===== src/rtl/regfile_mp_scoreboard_if.sv =====
// Decode/writeback-facing bundle of the multi-port register file with busy scoreboard.
// Master drives write, clear, read and issue requests; slave returns read data and status.
interface regfile_mp_scoreboard_if #(
  parameter int unsigned ADDR_WIDTH = 5,
  parameter int unsigned DATA_WIDTH = 32,
  parameter int unsigned NR_READ    = 2,
  parameter int unsigned NR_WRITE   = 2
);
  logic [NR_WRITE-1:0]            wen;
  logic [NR_WRITE*ADDR_WIDTH-1:0] waddr;
  logic [NR_WRITE*DATA_WIDTH-1:0] wdata;
  logic [NR_WRITE-1:0]            wclr;
  logic [NR_READ*ADDR_WIDTH-1:0]  raddr;
  logic [NR_READ*DATA_WIDTH-1:0]  rdata;
  logic [NR_READ-1:0]             rbusy;
  logic                           issue_valid;
  logic [ADDR_WIDTH-1:0]          issue_rd;
  logic                           any_busy;
  logic [DATA_WIDTH-1:0]          a0_value;

  modport master (
    output wen, waddr, wdata, wclr, raddr, issue_valid, issue_rd,
    input  rdata, rbusy, any_busy, a0_value
  );

  modport slave (
    input  wen, waddr, wdata, wclr, raddr, issue_valid, issue_rd,
    output rdata, rbusy, any_busy, a0_value
  );
endinterface


===== src/rtl/regfile_mp_scoreboard.sv =====
// Multi-port integer register file with per-register busy scoreboard.
// Highest write port wins on address conflicts; x0 is hardwired zero and never busy.
module regfile_mp_scoreboard #(
  parameter int unsigned ADDR_WIDTH = 5,
  parameter int unsigned DATA_WIDTH = 32,
  parameter int unsigned NR_READ    = 2,
  parameter int unsigned NR_WRITE   = 2,
  parameter int unsigned BYPASS     = 1
) (
  input  logic                    clock,
  input  logic                    reset,
  regfile_mp_scoreboard_if.slave  bus
);
  localparam int unsigned DEPTH = 1 << ADDR_WIDTH;

  logic [DATA_WIDTH-1:0] r_rf [DEPTH];
  logic [DEPTH-1:0]      r_busy;
  logic [DEPTH-1:0]      w_set;
  logic [DEPTH-1:0]      w_clr;
  logic [DEPTH-1:0]      w_busy_nxt;

  // Ascending port order: the last non-blocking write of a conflict (highest port) lands.
  always_ff @(posedge clock or negedge reset) begin
    if (!reset) begin
      r_rf <= '{default: '0};
    end else begin
      for (int unsigned k = 0; k < NR_WRITE; k++) begin
        if (bus.wen[k] && (bus.waddr[k*ADDR_WIDTH +: ADDR_WIDTH] != '0))
          r_rf[bus.waddr[k*ADDR_WIDTH +: ADDR_WIDTH]] <= bus.wdata[k*DATA_WIDTH +: DATA_WIDTH];
      end
    end
  end

  // Set is applied after clear so a same-cycle reissue keeps the register busy.
  always_comb begin
    w_set = '0;
    w_clr = '0;
    if (bus.issue_valid)
      w_set[bus.issue_rd] = 1'b1;
    for (int unsigned k = 0; k < NR_WRITE; k++) begin
      if (bus.wclr[k])
        w_clr[bus.waddr[k*ADDR_WIDTH +: ADDR_WIDTH]] = 1'b1;
    end
    w_busy_nxt    = w_set | (r_busy & ~w_clr);
    w_busy_nxt[0] = 1'b0;
  end

  always_ff @(posedge clock or negedge reset) begin
    if (!reset)
      r_busy <= '0;
    else
      r_busy <= w_busy_nxt;
  end

  function automatic logic [DATA_WIDTH-1:0] rd_value(input logic [ADDR_WIDTH-1:0] a);
    logic [DATA_WIDTH-1:0] v;
    v = r_rf[a];
    if (BYPASS != 0) begin
      for (int unsigned k = 0; k < NR_WRITE; k++) begin
        if (bus.wen[k] && (bus.waddr[k*ADDR_WIDTH +: ADDR_WIDTH] == a))
          v = bus.wdata[k*DATA_WIDTH +: DATA_WIDTH];
      end
    end
    if (a == '0)
      v = '0;
    return v;
  endfunction

  function automatic logic rd_busy(input logic [ADDR_WIDTH-1:0] a);
    logic b;
    b = r_busy[a];
    if (BYPASS != 0) begin
      for (int unsigned k = 0; k < NR_WRITE; k++) begin
        if (bus.wclr[k] && (bus.waddr[k*ADDR_WIDTH +: ADDR_WIDTH] == a))
          b = 1'b0;
      end
    end
    if (a == '0)
      b = 1'b0;
    return b;
  endfunction

  // Outputs are forced to zero while reset is held, even if bypassed write data is present.
  for (genvar j = 0; j < NR_READ; j++) begin : g_rd
    logic [ADDR_WIDTH-1:0] w_raddr;
    assign w_raddr                            = bus.raddr[j*ADDR_WIDTH +: ADDR_WIDTH];
    assign bus.rdata[j*DATA_WIDTH +: DATA_WIDTH] = reset ? rd_value(w_raddr) : '0;
    assign bus.rbusy[j]                       = reset & rd_busy(w_raddr);
  end

  assign bus.any_busy = reset & (|r_busy);

  if (DEPTH > 10) begin : g_a0
    assign bus.a0_value = reset ? r_rf[ADDR_WIDTH'(10)] : '0;
  end else begin : g_no_a0
    assign bus.a0_value = '0;
  end
endmodule


===== src/flat_wrapper.sv =====
// flat-port wrapper written by rule: the top's interface ports become plain ports
module regfile_mp_scoreboard_flat 
#(
  parameter int unsigned ADDR_WIDTH = 5,
  parameter int unsigned DATA_WIDTH = 32,
  parameter int unsigned NR_READ    = 2,
  parameter int unsigned NR_WRITE   = 2,
  parameter int unsigned BYPASS     = 1
)
  (clock, reset, bus_wen, bus_waddr, bus_wdata, bus_wclr, bus_raddr, bus_issue_valid, bus_issue_rd, bus_rdata, bus_rbusy, bus_any_busy, bus_a0_value);
  regfile_mp_scoreboard_if #(.ADDR_WIDTH(ADDR_WIDTH), .DATA_WIDTH(DATA_WIDTH), .NR_READ(NR_READ), .NR_WRITE(NR_WRITE)) bus_i ();
  input  logic clock;
  input  logic reset;
  input wire logic [$bits(bus_i.wen)-1:0] bus_wen;
  input wire logic [$bits(bus_i.waddr)-1:0] bus_waddr;
  input wire logic [$bits(bus_i.wdata)-1:0] bus_wdata;
  input wire logic [$bits(bus_i.wclr)-1:0] bus_wclr;
  input wire logic [$bits(bus_i.raddr)-1:0] bus_raddr;
  input wire logic [$bits(bus_i.issue_valid)-1:0] bus_issue_valid;
  input wire logic [$bits(bus_i.issue_rd)-1:0] bus_issue_rd;
  output wire logic [$bits(bus_i.rdata)-1:0] bus_rdata;
  output wire logic [$bits(bus_i.rbusy)-1:0] bus_rbusy;
  output wire logic [$bits(bus_i.any_busy)-1:0] bus_any_busy;
  output wire logic [$bits(bus_i.a0_value)-1:0] bus_a0_value;
  assign bus_i.wen = bus_wen;
  assign bus_i.waddr = bus_waddr;
  assign bus_i.wdata = bus_wdata;
  assign bus_i.wclr = bus_wclr;
  assign bus_i.raddr = bus_raddr;
  assign bus_i.issue_valid = bus_issue_valid;
  assign bus_i.issue_rd = bus_issue_rd;
  assign bus_rdata = bus_i.rdata;
  assign bus_rbusy = bus_i.rbusy;
  assign bus_any_busy = bus_i.any_busy;
  assign bus_a0_value = bus_i.a0_value;
  regfile_mp_scoreboard #(.ADDR_WIDTH(ADDR_WIDTH), .DATA_WIDTH(DATA_WIDTH), .NR_READ(NR_READ), .NR_WRITE(NR_WRITE), .BYPASS(BYPASS)) u_core (.clock(clock), .reset(reset), .bus(bus_i));
endmodule

===== config.mk =====
export PLATFORM = sky130hd
export DESIGN_NAME = regfile_mp_scoreboard_flat
export DESIGN_NICKNAME = d
export VERILOG_FILES = /design/src/rtl/regfile_mp_scoreboard_if.sv /design/src/rtl/regfile_mp_scoreboard.sv /design/src/flat_wrapper.sv
export SDC_FILE = /design/constraint.sdc
export NUM_CORES = 2
export LEC_CHECK = 0
export CAP_MARGIN = 20
export CORE_AREA = 8 8 303 364
export CTS_CLUSTER_DIAMETER = 200
export DETAILED_ROUTE_END_ITERATION = 7
export DIE_AREA = 0 0 311 372
export MAX_ROUTING_LAYER = met4
export PLACE_DENSITY_LB_ADDON = 0.1
export SLEW_MARGIN = 10
export SYNTH_ARGS = -nofsm -noshare
export SYNTH_HDL_FRONTEND = slang
export SYNTH_SLANG_ARGS = --single-unit

===== constraint.sdc =====
create_clock -name clock -period 7.4 [get_ports clock]
set_clock_uncertainty 0.2 [all_clocks]
set_input_delay 1.48 -clock clock [delete_from_list [all_inputs] [get_ports clock]]
set_output_delay 1.48 -clock clock [all_outputs]
set_load 0.05 [all_outputs]

==> impl_summary.md <==
Status
The run finished, with violations left. The checks that failed: DRC.

Timing
The maximum clock frequency is 142.0 MHz. The final number of max-transition violations was 0. The worst slew margin relative to its limit is 14.70%.

The smallest clock period supported by the final layout is computed as 7.045 ns. The portion of the clock cycle consumed by the worst path in the final layout is 95.20%. For the pin with the worst max-slew slack, the measured transition is 1.276 ns. Setup repair after global routing left no endpoint under its margin. Summed over all failing endpoints, the final setup total negative slack is 0 ns. The total count of hold-check failures in the final report came to 0. Setup violations remaining at the end of the flow were counted as 0.

Routing
The detailed-route via count is 57700. The routed length on met1 is 91150 um. The detail-routed net length per standard cell is 34.20 um. In this run the top signal layer used is met4. In the routed layout, each cell is associated on average with a via count of 7.505.

The number of design rule violations left after detail routing is 20. The met3 wirelength from detailed routing is 40820 um. The detailed-routed wire length on met2 is 111100 um. The pre-antenna-repair detailed-routing pass consisted of 8 iterations. The count of routing violations after the opening detailed-route iteration is 9976. The post-route antenna net violation count is 0.

The overall routed net length is 262900 um.

CTS
The quantity of gates resized following cts is 0. The clock tree from TritonCTS is yes. For this design, the sink count on the clock tree is 1055. Counting along the longest clock path gives a buffer depth of 3. The root buffer cell is sky130_fd_sc_hd__clkbuf_16. After clock tree synthesis, the clock-pin slew on the worst setup and hold paths is 0.06 ns. The number of clock buffers inserted by TritonCTS is 111. The clock tree synthesis step divided the H-tree into 3 levels.

The number of setup buffers added after CTS is 0. The number of hold buffers added after CTS was 0. For the worst-skew pair, the clock arrives at the later sink with an insertion delay of 0.74 ns.

Pwr
The power density over cell area is 274.6 mW/mm^2. Summing internal, switching and leakage power gives 20430 uW. The leakage dissipation is 0.03277 uW. Across the VDD grid, the largest voltage drop is 0.2266 mV.

Synthesis
The mean post-synth cell area is 10.41 um^2. The synthesized netlist occupies a cell area of 0.06740 mm^2. The combinational family with the most area after synthesis is multiplexers.

The library cell with the largest summed area after synthesis is sky130_fd_sc_hd__dfrtp_1. The number of storage elements in the synthesis netlist is 1055. The parity-gate share of the synthesized area counting xor and xnor cells is 0.2599%.

The multiplexer fraction of the synthesized cell area is 33.83%. Synthesis produced a netlist whose cell count is 6476. The synthesized net count is 6572. The portion of the post-synthesis area used by sequential elements is 39.17%. The area fraction in and, or, nand and nor cells after synthesis is 8.477%.

The top cell type by area accounts for 39.17% of the synthesized area. In the post-synthesis netlist, the biggest area contributors are sky130_fd_sc_hd__dfrtp_1 39%, sky130_fd_sc_hd__mux2i_1 18%, sky130_fd_sc_hd__mux4_2 15%, sky130_fd_sc_hd__a21oi_1 4.1%, sky130_fd_sc_hd__o21ai_0 3.9%. For this run, asynchronously set or reset flops after synthesis account for 100.0%. The synthesized design contains 0 enable-type register cells.

Summing the areas of all fa, ha and maj instances in the mapped netlist gives 0% of the synthesized area. The complex-gate fraction of the synthesized area is 12.75%. The most instantiated flip-flop cell in the synthesis netlist is sky130_fd_sc_hd__dfrtp_1. Yosys printed 0 warnings. The number of distinct standard cells referenced by the synthesized netlist is 64.

Worst setup path
The critical path start-end classification is input port to output port. The critical path capture point type is an output port. The biggest fanout along the worst timing path is 27. Walking the worst path, the cells encountered are clkdlybuf4s50_1, xor2_1, nor3_1, and2_2, a32oi_1, a21oi_1, buf_12. The biggest cell delay along the critical path is 0.89 ns.

The required time of the critical path is 5.72 ns. The cell family contributing the most delay on the critical path is simple AND/OR/NAND/NOR gates. STA classifies the critical path startpoint as an input port. The critical path contains buffers and inverters numbering 2 combined. Data on the critical path arrives at its endpoint at 5.36 ns.

The slowest cell on the critical path is sky130_fd_sc_hd__clkdlybuf4s50_1.

Global routing
The initial antenna violation count is 19. The pin count of the biggest net entering global routing is 151. The total routing resource utilization after global routing is 45.56%.

The aggregate global routing overflow is 0. The via count of the first global-routing pass is 55620. The first global-routing pass estimated 380800 um of wire.

Floorplan
The floorplan step defined a core boundary enclosing 0.1041 mm^2. The floorplan row count is 130. In this run the count of I/O pins placed on the die edge is 195. The y dimension of the die is 372 um.

For this configuration, the core starts out at a cell density of 64.74%. The die covers 0.1157 mm^2. In this run the horizontal extent of the chip is 311 um.

Layout
The library cells used most frequently in the layout, excluding fill and tap cells, are 1189 x sky130_fd_sc_hd__mux2i_1, 1055 x sky130_fd_sc_hd__dfrtp_1, 583 x sky130_fd_sc_hd__nand2_1. The final layout contains 6283 nets. The area growth from synthesis to layout is 10.40%. Leaving out fill and tap cells, the most frequent cell in the layout is sky130_fd_sc_hd__mux2i_1. The proportion of layout cells with a drive suffix above 1 is 17.62%.

Job
Across the run, the number of max-cap violations was 0.

Worst hold path
The class of the tightest hold or removal check is flip-flop to flip-flop.

Placement
Detailed placement ended at an HPWL of 163000 um. The count of input and output buffers is 194. At the end of routability-driven placement, the weighted congestion stood at 1.053.
cells by family after synthesis:
| kind of cell | count (synthesis) |
|---|---|
| multiplexers | 1699 |
| AO/OA/AOI/OAI | 1484 |
| AND/OR/NAND/NOR | 1375 |
| flip-flops | 1055 |
| buffers and inverters | 843 |
| XOR/XNOR | 20 |
stage by stage:
stage          setup slack, ns  area [um^2]  util, %  hold slack, ns  cells
4_1_cts                 0.5953        74310    71.38          0.1985   7666
5_1_grt                 0.3181        74400    71.47          0.2106   7685
3_5_place_dp            0.6164        70360    67.59          0.1847   7457
6_report                0.3555        74400    71.47          0.1969   7688
3_3_place_gp            0.6816        70360    67.59          0.1769   7457
2_1_floorplan            1.733        67400        -          0.2413   6476
path summary, 6_finish.rpt:
kind	start	endpoint	slack, ns	cells past startpoint
setup reg to reg	u_core.r_rf[696]	u_core.r_rf[696]	6.27	2
setup / recovery	bus_raddr[3]	bus_rdata[8]	0.36	7
hold reg to reg	u_core.r_rf[1013]	u_core.r_rf[1013]	0.20	0
hold / removal	u_core.r_rf[1013]	u_core.r_rf[1013]	0.20	0
max in group asynchronous	reset	u_core.r_rf[267]	4.39	3
min in group asynchronous	reset	u_core.r_rf[902]	0.52	1
cells in the mapped netlist (8+ instances only):
cell,count
sky130_fd_sc_hd__nor3_1,30
sky130_fd_sc_hd__xor2_1,8
sky130_fd_sc_hd__a22o_1,12
sky130_fd_sc_hd__a221o_1,20
sky130_fd_sc_hd__clkbuf_1,555
sky130_fd_sc_hd__nor3b_1,8
sky130_fd_sc_hd__mux2_2,52
sky130_fd_sc_hd__a21oi_1,554
sky130_fd_sc_hd__nand4_1,29
sky130_fd_sc_hd__and2_1,43
sky130_fd_sc_hd__xnor2_1,12
sky130_fd_sc_hd__o21ai_1,15
sky130_fd_sc_hd__buf_2,154
sky130_fd_sc_hd__mux4_2,458
sky130_fd_sc_hd__inv_1,11
sky130_fd_sc_hd__a221oi_1,52
sky130_fd_sc_hd__buf_1,57
sky130_fd_sc_hd__a2111oi_0,19
sky130_fd_sc_hd__nand3_1,26
sky130_fd_sc_hd__nor4_1,10
sky130_fd_sc_hd__buf_6,17
sky130_fd_sc_hd__o22a_1,45
sky130_fd_sc_hd__nor2_1,549
sky130_fd_sc_hd__a32oi_1,52
sky130_fd_sc_hd__nand2_1,611
sky130_fd_sc_hd__dfrtp_1,1055
sky130_fd_sc_hd__o22ai_1,71
sky130_fd_sc_hd__clkbuf_2,12
sky130_fd_sc_hd__mux2i_1,1189
sky130_fd_sc_hd__buf_4,29
sky130_fd_sc_hd__nand3b_1,9
sky130_fd_sc_hd__and3_1,13
sky130_fd_sc_hd__or2_2,8
sky130_fd_sc_hd__a22oi_1,46
sky130_fd_sc_hd__o21ai_0,531
sky130_fd_sc_hd__o211ai_1,45
sequential cells by signal, summed over array words and instances, names as in the netlist:
name and flops:
u_core.r_rf 1024, u_core.r_busy 31
per-layer routing:
| layer | vias up | track usage [%] |
|---|---|---|
| li1 | 23170 | - |
| met1 | 28080 | 57.43 |
| met2 | 5123 | 62.95 |
| met3 | 1329 | 15.73 |
| met4 | 0 | 28.66 |
| met5 | - | - |
power breakdown:
part / total [uW] / internal (uW) / switching (uW)
Combinational: 5780 / 2820 / 2950
Sequential: 8510 / 7270 / 1250
Clock: 6140 / 3560 / 2580
layout make-up:
| cell class | count | area, um^2 |
|---|---|---|
| Inverter | 12 | 47.55 |
| Tap cell | 1386 | 1734 |
| Timing Repair Buffer | 429 | 4618 |
| Clock inverter | 56 | 729.5 |
| Clock buffer | 153 | 3217 |
| Fill cell | 7557 | 29700 |
| Multi-Input combinational cell | 4578 | 37610 |
| Sequential cell | 1055 | 26400 |
| Antenna cell | 19 | 47.55 |
No activity file was read; power rests on OpenSTA's default activity.
